`config.mk`:
```
export PLATFORM = sky130hd
export DESIGN_NAME = serial_addsub
export DESIGN_NICKNAME = d
export VERILOG_FILES = /design/src/rtl/serial_pkg.sv /design/src/rtl/fa_cell.sv /design/src/rtl/serial_addsub.sv
export SDC_FILE = /design/constraint.sdc
export NUM_CORES = 1
export LEC_CHECK = 0
export ABC_AREA = 1
export CAP_MARGIN = 20
export CORE_MARGIN = 4
export CORE_UTILIZATION = 34
export DETAILED_ROUTE_END_ITERATION = 16
export PLACE_DENSITY_LB_ADDON = 0.12
export SYNTH_ARGS = -nofsm -noshare
export SYNTH_HDL_FRONTEND = slang
export SYNTH_SLANG_ARGS = --single-unit
```
`constraint.sdc`:
```
create_clock -name clk -period 3.1 [get_ports clk]
set_input_delay 0.775 -clock clk [delete_from_list [all_inputs] [get_ports clk]]
set_output_delay 0.775 -clock clk [all_outputs]
set_load 0.02 [all_outputs]
```
`src/rtl/serial_pkg.sv`:
```
// Shared types and helpers for the bit-serial adder/subtractor.
package serial_pkg;

  // Controller states: waiting, shifting one bit per clock, result ready
  typedef enum logic [1:0] {
    IDLE  = 2'd0,
    SHIFT = 2'd1,
    DONE  = 2'd2
  } state_t;

  localparam int DEFAULT_WIDTH = 8;

  // Bit-counter width; it only has to reach WIDTH-1, so $clog2 is enough
  function automatic int cnt_width(input int w);
    return (w < 2) ? 1 : $clog2(w);
  endfunction

  localparam int DEFAULT_CNT_W = cnt_width(DEFAULT_WIDTH);

endpackage

```
`src/rtl/fa_cell.sv`:
```
// One-bit combinational full adder used as the serial arithmetic core.
module fa_cell (
  input  logic a,
  input  logic b,
  input  logic ci,
  output logic s,
  output logic co
);

  // Sum and carry of three input bits
  always_comb begin
    s  = a ^ b ^ ci;
    co = (a & b) | (a & ci) | (b & ci);
  end

endmodule

```
`src/rtl/serial_addsub.sv`:
```
// Bit-serial adder/subtractor: one bit per clock, LSB first, start/done handshake.
module serial_addsub
  import serial_pkg::*;
#(
  parameter int WIDTH = DEFAULT_WIDTH
) (
  input  logic             clk,
  input  logic             reset,
  input  logic             start,
  input  logic             sub,
  input  logic [WIDTH-1:0] a_in,
  input  logic [WIDTH-1:0] b_in,
  output logic             busy,
  output logic             done,
  output logic [WIDTH-1:0] sum,
  output logic             cout,
  output logic             ovf
);

  localparam int CW = cnt_width(WIDTH);

  state_t           state;
  state_t           state_nxt;
  logic [WIDTH-1:0] a_sr;
  logic [WIDTH-1:0] b_sr;
  logic [WIDTH-2:0] r_sr;
  logic [WIDTH-1:0] r_next;
  logic             carry;
  logic [CW-1:0]    cnt;
  logic             bit_s;
  logic             bit_co;
  logic             last_bit;
  logic             accept;

  fa_cell u_fa (
    .a  (a_sr[0]),
    .b  (b_sr[0]),
    .ci (carry),
    .s  (bit_s),
    .co (bit_co)
  );

  // Result bits gathered so far with the current sum bit entering at the MSB
  always_comb begin
    r_next   = {bit_s, r_sr};
    last_bit = (cnt == CW'(WIDTH - 1));
  end

  // Next-state, handshake outputs and operand acceptance
  always_comb begin
    state_nxt = state;
    busy      = 1'b0;
    done      = 1'b0;
    accept    = 1'b0;
    case (state)
      IDLE: begin
        if (start) begin
          accept    = 1'b1;
          state_nxt = SHIFT;
        end
      end
      SHIFT: begin
        busy = 1'b1;
        if (last_bit) state_nxt = DONE;
      end
      DONE: begin
        done = 1'b1;
        if (start) begin
          accept    = 1'b1;
          state_nxt = SHIFT;
        end else begin
          state_nxt = IDLE;
        end
      end
      default: state_nxt = IDLE;
    endcase
  end

  // State register
  always_ff @(posedge clk or posedge reset) begin
    if (reset) state <= IDLE;
    else       state <= state_nxt;
  end

  // Operand shifters, partial result, carry and bit counter; subtract is A + ~B + 1
  always_ff @(posedge clk or posedge reset) begin
    if (reset) begin
      a_sr  <= '0;
      b_sr  <= '0;
      r_sr  <= '0;
      carry <= 1'b0;
      cnt   <= '0;
    end else if (accept) begin
      a_sr  <= a_in;
      b_sr  <= sub ? ~b_in : b_in;
      carry <= sub;
      cnt   <= '0;
    end else if (state == SHIFT) begin
      a_sr  <= a_sr >> 1;
      b_sr  <= b_sr >> 1;
      r_sr  <= r_next[WIDTH-1:1];
      carry <= bit_co;
      cnt   <= cnt + 1'b1;
    end
  end

  // Publish the result on the last shift so it is valid together with done
  always_ff @(posedge clk or posedge reset) begin
    if (reset) begin
      sum  <= '0;
      cout <= 1'b0;
      ovf  <= 1'b0;
    end else if (state == SHIFT && last_bit) begin
      sum  <= r_next;
      cout <= bit_co;
      ovf  <= carry ^ bit_co;
    end
  end

endmodule

```
==> metrics.txt <==
outcome finished, final reports clean; 1st-iter DRT viols 20; CTS hold repair buffers 0; worst path bufs/invs 2; number of synthesis warnings 0; Setup WS post-layout about 700 ps; Max Slew Vio Count 0; critical path, cell by cell inv_1 -> nor2_2 -> clkdlybuf4s50_1; Worst EP required between 2000 and 2500 ps; clock sink count 39; post-synthesis cell count 233; final RePlAce weighted congestion approximately 0.75; Combinational Power Share 41.7%; Die Ht 81.05 um; Core ar. between 5000 and 6000 um^2; IO Count 32; Synth Area in Compound Gates under 10%; share of power burned in registers 39.6%; setup TNS 0 ps; pwr/cell area just under 1000 nW/um^2; CTS buffer count 5; post-synthesis sequential area ratio 53.79%; via count 1424; Crit. End Element output pin; number of max-cap violations 0; DR vias/cell roughly 4.2; number of global-route vias before repair about 1.4k; Worst setup SP type flip-flop; Tmin final approximately 2400 ps; GRT overflow 0; Clock Skew a little under 10 ps; f_max approximately 420 MHz; Wirelength per Cell approximately 11 um; DRT Wirelength 3.547 mm; layout cell share with drive strength beyond 1 5.639%; post-CTS setup buffers 0; H-tree levels 2; antenna-violating nets left 0; later-pin clock latency in the skew report 290 ps; RSZ-0062 raised after global routing no; mapped cell area about 1800 um^2; largest net degree at the start of global routing 40; first-pass GRT wire length 6.182 mm; maximum vdd ir drop 0.3715 mV; switch share about 39%; Power Internal approximately 1.4 mW; syn_nets around 260; Final Cycle Share 77.05%; Top delay family on crit path buffers and inverters; CTS tree built; crit path DAT 1610 ps; Post-Synth Adder-Cell Area 2.483%; Critical-path top delay cell clkdlybuf4s50_1; largest family of logic cells by synthesized area simple AND/OR/NAND/NOR gates; highest cell delay on the worst timing path between 600 and 700 ps; crit path max fanout 5; CTS max path bufs 2; endpoints failing setup 0; die area 6568 um^2; post-cts sizing count 0; Yosys reg bits 39; All-Layer GR Usage between 10% and 20%; Net Sw Power approximately 0.86 mW; initial antenna violation count 0; # DRC 0; Detail Placement HPWL ~2.6 mm; First-pass DRT Iterations 6; clock root cell clkbuf_8; Final Hold Fails 0; XOR/XNOR share of the synthesized area less than 1%; Port Buffers 31; fillcell total 549; P_leak about 1.2 nW; Clock Power Share approximately a fifth; die width 81.05 um; DP Worst Slack between 900 and 1000 ps; Crit Path Class reg2out; FP Rows 26; worst slew pin tran about 600 ps; Netlist cell types 15; Starting Density between 30% and 40%; clock slew at reported path FFs around 80 ps; most used cells in the layout excluding fill and tap cells nand2_1, dfrtp_1, inv_1, clkdlybuf4s50_1, o21ai_0; most common cell after layout, fill and taps aside nand2_1; Simple-Gate Fraction of Synth Area a little over a quarter; ANT cells 0; fin util 44.74%; Worst slew margin approximately three fifths; area delta synth->final 26.76%; HP Class reg2reg; average cell area after synthesis 7.786 um^2; multiplexer area fraction after synthesis 0%; nets@finish around 290
worst min-delay path, stage by stage, from the launching register on:
cell and delay, ps:
dfrtp_1 350, nand2_1 50, nand2_1 50
logic make-up after synthesis:
| family | count (synthesis) |
|---|---|
| xor+xnor | 2 |
| flops | 39 |
| simple gates | 122 |
| compound gates | 24 |
| buf+inv | 43 |
| fa+ha+maj | 3 |
synthesized netlist by cell type:
master   count  area share [%]
nand2_2      2            0.69
xnor2_1      2            0.97
buf_2        8             2.2
fa_1         1             1.1
nor2_1       5             1.0
nor2_2       1            0.35
nand3_1     12             3.3
o21ai_0     23             6.3
inv_1       33             6.8
dfrtp_1     39              54
a21oi_1      1            0.28
nand2_1    102              21
buf_4        1            0.41
ha_1         2             1.4
inv_2        1            0.21
path summary, 6_finish.rpt:
kind	depth (start not counted)	start	end	slack (ps)
worst max-delay path	3	state[0]$_DFFE_PP0P_	busy	710
worst min-delay path	2	r_sr[0]$_DFFE_PP0P_	sum[0]$_DFFE_PP0P_	480
worst max register to register	5	state[0]$_DFFE_PP0P_	sum[6]$_DFFE_PP0P_	1450
worst min register to register	2	r_sr[0]$_DFFE_PP0P_	sum[0]$_DFFE_PP0P_	480
max in group asynchronous	3	reset	b_sr[1]$_DFFE_PP0P_	1850
min in group asynchronous	3	reset	sum[1]$_DFFE_PP0P_	890
flip-flops by register name, indices dropped and copies added (netlist names):
signal  count
cnt         3
r_sr        7
cout        1
sum         8
state       2
ovf         1
a_sr        8
carry       1
b_sr        8
metal layers:
| metal | wire, um | vias to the layer above | GRT usage, % | share of wire [%] |
|---|---|---|---|---|
| met5 | 0 | - | 0 | 0 |
| met4 | 29 | 0 | 3.041 | 0.82 |
| met3 | 198 | 5 | 3.548 | 5.6 |
| met2 | 1580 | 33 | 20.11 | 45 |
| met1 | 1738 | 625 | 15.55 | 49 |
| li1 | - | 761 | - | - |
stage by stage:
stage | power [mW] | area (um^2) | hold slack [ps] | instances
after floorplan | 1.521 | 1814 | 442.2 | 233
after global placement | 1.820 | 2187 | 458.9 | 328
after detailed placement | 1.835 | 2187 | 462.0 | 328
after CTS | 2.259 | 2300 | 483.8 | 336
after global routing | 2.450 | 2300 | 501.8 | 336
final | 2.216 | 2300 | 479.7 | 336
power by group through the flow:
stage	Combinational [mW]	Sequential, mW	Clock, mW
2_1_floorplan	0.588	0.933	0
3_3_place_gp	0.932	0.888	0
3_5_place_dp	0.949	0.886	0
4_1_cts	0.950	0.880	0.429
5_1_grt	1.09	0.910	0.446
6_report	0.924	0.878	0.414
cell type report:
cell class | count | area, um^2 | area share (%)
Clock buffer | 5 | 68.82 | 2.992
Clock inverter | 3 | 43.79 | 1.904
Inverter | 34 | 127.6 | 5.549
Multi-Input combinational cell | 151 | 663.1 | 28.84
Sequential cell | 39 | 975.9 | 42.44
Tap cell | 70 | 87.58 | 3.808
Timing Repair Buffer | 34 | 332.8 | 14.47
Note: power is estimated with default switching activity, not from simulation.
